==> src/rtl/fft16_digit_reverse_buffer.sv <==
// Radix-4 digit-reverse output reorder for the 16-point FFT, ping-pong banked.
// Define FFT_OUT_SCALE_EN to apply the 1/N (>>>4) output normalisation.
module fft16_digit_reverse_buffer #(
  parameter int DATA_W = 32
) (
  input  logic              clk,
  input  logic              reset,
  input  logic              in_valid,
  input  logic              in_start,
  input  logic [DATA_W-1:0] in_real,
  input  logic [DATA_W-1:0] in_im,
  output logic              out_valid,
  output logic              out_start,
  output logic [3:0]        out_index,
  output logic [DATA_W-1:0] out_real,
  output logic [DATA_W-1:0] out_im,
  output logic              frame_err
);

  typedef enum logic {
    IDLE,
    READ
  } state_t;

  state_t state_q;
  state_t state_d;

  logic [3:0] wcnt;
  logic [3:0] rcnt;
  logic       wbank;
  logic       rbank;
  logic [1:0] full;

  logic [DATA_W-1:0] mem_re [32];
  logic [DATA_W-1:0] mem_im [32];

  logic              restart;
  logic              wdone;
  logic              rdone;
  logic [3:0]        waddr;
  logic [1:0]        full_set;
  logic [1:0]        full_clr;
  logic [DATA_W-1:0] rd_re;
  logic [DATA_W-1:0] rd_im;

  // A start mid-frame drops the partial frame and restarts at position 0
  assign restart = in_valid && in_start
                && (wcnt != 4'd0);
  assign waddr   = restart ? 4'd0
                 : {wcnt[1:0], wcnt[3:2]};
  assign wdone   = in_valid && !restart
                && (wcnt == 4'd15);
  assign rdone   = (state_q == READ)
                && (rcnt == 4'd15);

  assign full_set = wdone ? (2'b01 << wbank)
                  : 2'b00;
  assign full_clr = rdone ? (2'b01 << rbank)
                  : 2'b00;

`ifdef FFT_OUT_SCALE_EN
  assign rd_re = $signed(mem_re[{rbank, rcnt}]) >>> 4;
  assign rd_im = $signed(mem_im[{rbank, rcnt}]) >>> 4;
`else
  assign rd_re = mem_re[{rbank, rcnt}];
  assign rd_im = mem_im[{rbank, rcnt}];
`endif

  always_ff @(posedge clk) begin
    if (in_valid) begin
      mem_re[{wbank, waddr}] <= in_real;
      mem_im[{wbank, waddr}] <= in_im;
    end
  end

  always_ff @(posedge clk or posedge reset) begin
    if (reset) begin
      wcnt      <= 4'd0;
      wbank     <= 1'b0;
      frame_err <= 1'b0;
    end else begin
      frame_err <= restart;
      if (in_valid) begin
        wcnt <= restart ? 4'd1 : wcnt + 4'd1;
        if (wdone) begin
          wbank <= ~wbank;
        end
      end
    end
  end

  always_ff @(posedge clk or posedge reset) begin
    if (reset) begin
      full <= 2'b00;
    end else begin
      full <= (full & ~full_clr) | full_set;
    end
  end

  always_comb begin
    state_d = state_q;
    unique case (state_q)
      IDLE: begin
        if (full[rbank]) begin
          state_d = READ;
        end
      end
      READ: begin
        // Stay in READ across banks when the next frame is already waiting
        if (rdone && !full[~rbank]) begin
          state_d = IDLE;
        end
      end
      default: state_d = IDLE;
    endcase
  end

  always_ff @(posedge clk or posedge reset) begin
    if (reset) begin
      state_q <= IDLE;
      rcnt    <= 4'd0;
      rbank   <= 1'b0;
    end else begin
      state_q <= state_d;
      if (state_q == READ) begin
        rcnt <= rcnt + 4'd1;
      end else begin
        rcnt <= 4'd0;
      end
      if (rdone) begin
        rbank <= ~rbank;
      end
    end
  end

  always_ff @(posedge clk or posedge reset) begin
    if (reset) begin
      out_valid <= 1'b0;
      out_start <= 1'b0;
      out_index <= 4'd0;
      out_real  <= '0;
      out_im    <= '0;
    end else begin
      out_valid <= (state_q == READ);
      if (state_q == READ) begin
        out_start <= (rcnt == 4'd0);
        out_index <= rcnt;
        out_real  <= rd_re;
        out_im    <= rd_im;
      end else begin
        out_start <= 1'b0;
      end
    end
  end

endmodule

==> config.mk <==
export PLATFORM = sky130hd
export DESIGN_NAME = fft16_digit_reverse_buffer
export DESIGN_NICKNAME = d
export VERILOG_FILES = /design/src/rtl/fft16_digit_reverse_buffer.sv
export SDC_FILE = /design/constraint.sdc
export NUM_CORES = 2
export LEC_CHECK = 0
export CORE_UTILIZATION = 62
export DETAILED_ROUTE_END_ITERATION = 8
export PLACE_DENSITY = 0.79
export SYNTH_ARGS = -nofsm -noshare
export SYNTH_HDL_FRONTEND = slang
export SYNTH_SLANG_ARGS = --single-unit
==> constraint.sdc <==
create_clock -name clk -period 10.2 [get_ports clk]
set_input_delay 1.53 -clock clk [delete_from_list [all_inputs] [get_ports clk]]
set_output_delay 1.53 -clock clk [all_outputs]
set_load 0.02 [all_outputs]
==> impl_metrics.yaml <==
sta:
  setup_ws_ns: 5.55
  whs_ns: 0.517
  finClkSkew_ns: 0.0385
  maxSlewViolCount: 0
  fin_setup_tns_ns: 0
  period_needed_ns: 4.65
  rsz0062_at_grt: "false"
  tightestPinTransition_ns: 1.40
  fmax_ghz: 0.215
  fin_crit_sh_pct: 45.6
  relSlewSlack_pct: 6.55
  timing.final.hold_violations: 0
  finalSetupViolations: 0
logic_synthesis:
  syn-num-nets: 3578
  async_flop_share_pct: 3.94
  synth_edf_count: 2048
  synth_top_flop_cell: "edfxtp_1"
  seq_area_frac_synth_pct: 78.7
  syn_inst: 3506
  synth-seq-cells: 2132
  syn_area_um2: 80800
  synth_warnings: 0
  syn_avg_cell_area_um2: 23.0
  yosysUniqueCellTypes: 54
clock_tree:
  clockBufferDepth: 3
  cts_tree: "done"
  cts_buffers: 198
  cts-root-buf: "clkbuf_16"
  clk_pin_slew_ns: 0.06
  cts_resized: 0
  postCtsSetupRepairBufs: 0
  ctsHoldBuffers: 0
  clock_latency_ns: 0.84
  cts.sinks: 2132
  cts_htree_levels: 4
cells_and_area:
  diodes: 0
  nNetsFinal: 3827
  final_cell_area_um2: 90700
  drive_gt1_share_pct: 26.6
  finalCoreUtilization_pct: 70.1
  synthToLayoutAreaGrowth_pct: 12.3
setup_path:
  r2r_setup_slack_ns: 6.01
  cp_data_required_time_ns: 10.63
  end_kind: "flip-flop"
  arrival_ns: 5.08
  startpoint_type: "primary input"
  crit_path_max_fanout: 41
  setup.worst_path.class: "primary input to flip-flop"
grt:
  track_usage_pct: 31.2
  antenna_found_initial: 6
  grt_overflow: 0
  grt_pass1_vias: 40639
  grt_max_degree: 135
  grt_pass1_wl_um: 288000
run:
  drv_cap: 0
detailed_routing:
  via_count: 39935
  route.detailed.drc: 0
  wl_per_cell_um: 35.6
  ant_nets: 0
  first_pass_iters: 7
  wl_um: 202000
  vias_per_cell: 7.05
  drt_iter0_drc: 6307
floorplan:
  die_w_um: 363
  initial_core_util_pct: 62.4
  ios: 139
  die-area_um2: 132000
  core_region_area_um2: 129000
  die_y_um: 363
  rows: 132
pwr:
  p_per_area_nw_per_um2: 208
  leakage_nw: 27.6
  ir_drop_mv: 0.182
placement:
  placed_cell_area_um2: 84200
  pre_cts_slack_ns: 4.81
  port_buffers: 138
  dpl.hpwl_um: 102000
  place.gp.congestion: 0.826
worst_hold_path:
  hold_path.class: "flip-flop to flip-flop"
run_status:
  status: "finished, final reports clean"
[registers in the layout, indices dropped and copies added (netlist names)]
name,count
frame_err,1
out_start,1
out_real,32
out_im,32
wbank,1
full,2
mem_re,1024
mem_im,1024
out_index,4
out_valid,1
wcnt,4
rbank,1
rcnt,4
state_q,1
[worst max-delay path, stage by stage]
cell and delay, ns:
clkdlybuf4s50_1 0.69, nor2b_1 0.32, nand3b_1 0.65, nor2_4 1.00, buf_4 0.78
[stage by stage]
stage / instances / total power, W
final: 5667 / 0.0189
after global routing: 5667 / 0.0193
after CTS: 5667 / 0.0189
after detailed placement: 5297 / 0.0116
after global placement: 5297 / 0.0115
after floorplan: 3506 / 0.0109
[final timing paths]
check                             start       endpoint  cells after the start
max                            in_valid  mem_re[21][3]                      5
min                        out_index[2]   out_index[2]                      1
max reg2reg                     rcnt[1]   out_real[18]                      5
min reg2reg                out_index[2]   out_index[2]                      1
max in group asynchronous         reset        state_q                      3
min in group asynchronous         reset     out_im[28]                      2
[final cells by class]
type / count / area [um^2]
sequential: 2132 / 63600
fill: 7191 / 38800
multi-input combinational: 1174 / 16200
clock buffer: 261 / 5380
timing repair buffer: 241 / 2220
tap: 1742 / 2180
clock inverter: 109 / 1100
inverter: 8 / 36.3
[cells by family (layout without fill, tap and decap cells)]
logic type	count (synthesis)	count (layout)	synth area share (%)
AO/OA/AOI/OAI	299	299	2.53
XOR/XNOR	6	6	0.0650
adder cells (fa/ha/maj)	4	4	0.0619
buffers and inverters	200	619	1.59
flip-flops	2132	2132	78.7
multiplexers	654	654	15.6
AND/OR/NAND/NOR	211	211	1.48
[Yosys cell counts (27+ instances only)]
| cell | n | area share, % |
|---|---|---|
| buf_2 | 58 | 0.36 |
| o22ai_1 | 133 | 1.0 |
| buf_6 | 30 | 0.42 |
| clkbuf_1 | 57 | 0.26 |
| mux2i_1 | 56 | 0.69 |
| a22oi_1 | 27 | 0.25 |
| edfxtp_1 | 2048 | 76 |
| nor2_1 | 84 | 0.39 |
| dfrtp_1 | 84 | 2.6 |
| mux2_2 | 128 | 1.8 |
| mux4_2 | 469 | 13 |
| nor4_1 | 33 | 0.26 |
[layout by cell type, fill, tap and decap left out, types with 28 or more instances in the layout]
cell             Yosys  final
mux4_2             469    469
clkbuf_1            57     45
mux2_2             128    128
edfxtp_1          2048   2048
nor2_4               0     28
clkinv_2             0     32
clkdlybuf4s50_1      0    138
mux2i_1             56     56
clkbuf_16            0    199
nor2_1              84     56
dfrtp_1             84     79
buf_4               16     98
clkinv_1             0     44
o22ai_1            133    133
nor4_1              33     29
[power breakdown]
part | switching, W | leakage, nW | internal (W)
logic | 0.000795 | 4.95 | 0.000525
registers | 0.000185 | 19.5 | 0.00994
clock network | 0.00324 | 3.18 | 0.00418
total | 0.00423 | 27.6 | 0.0146
[layer usage]
metal	global-route usage [%]	wire length [um]
met5	0	13
met4	12.6	8240
met3	6.15	24200
met2	49.8	98700
met1	43.0	70400
No activity file was read; power rests on OpenSTA's default activity.
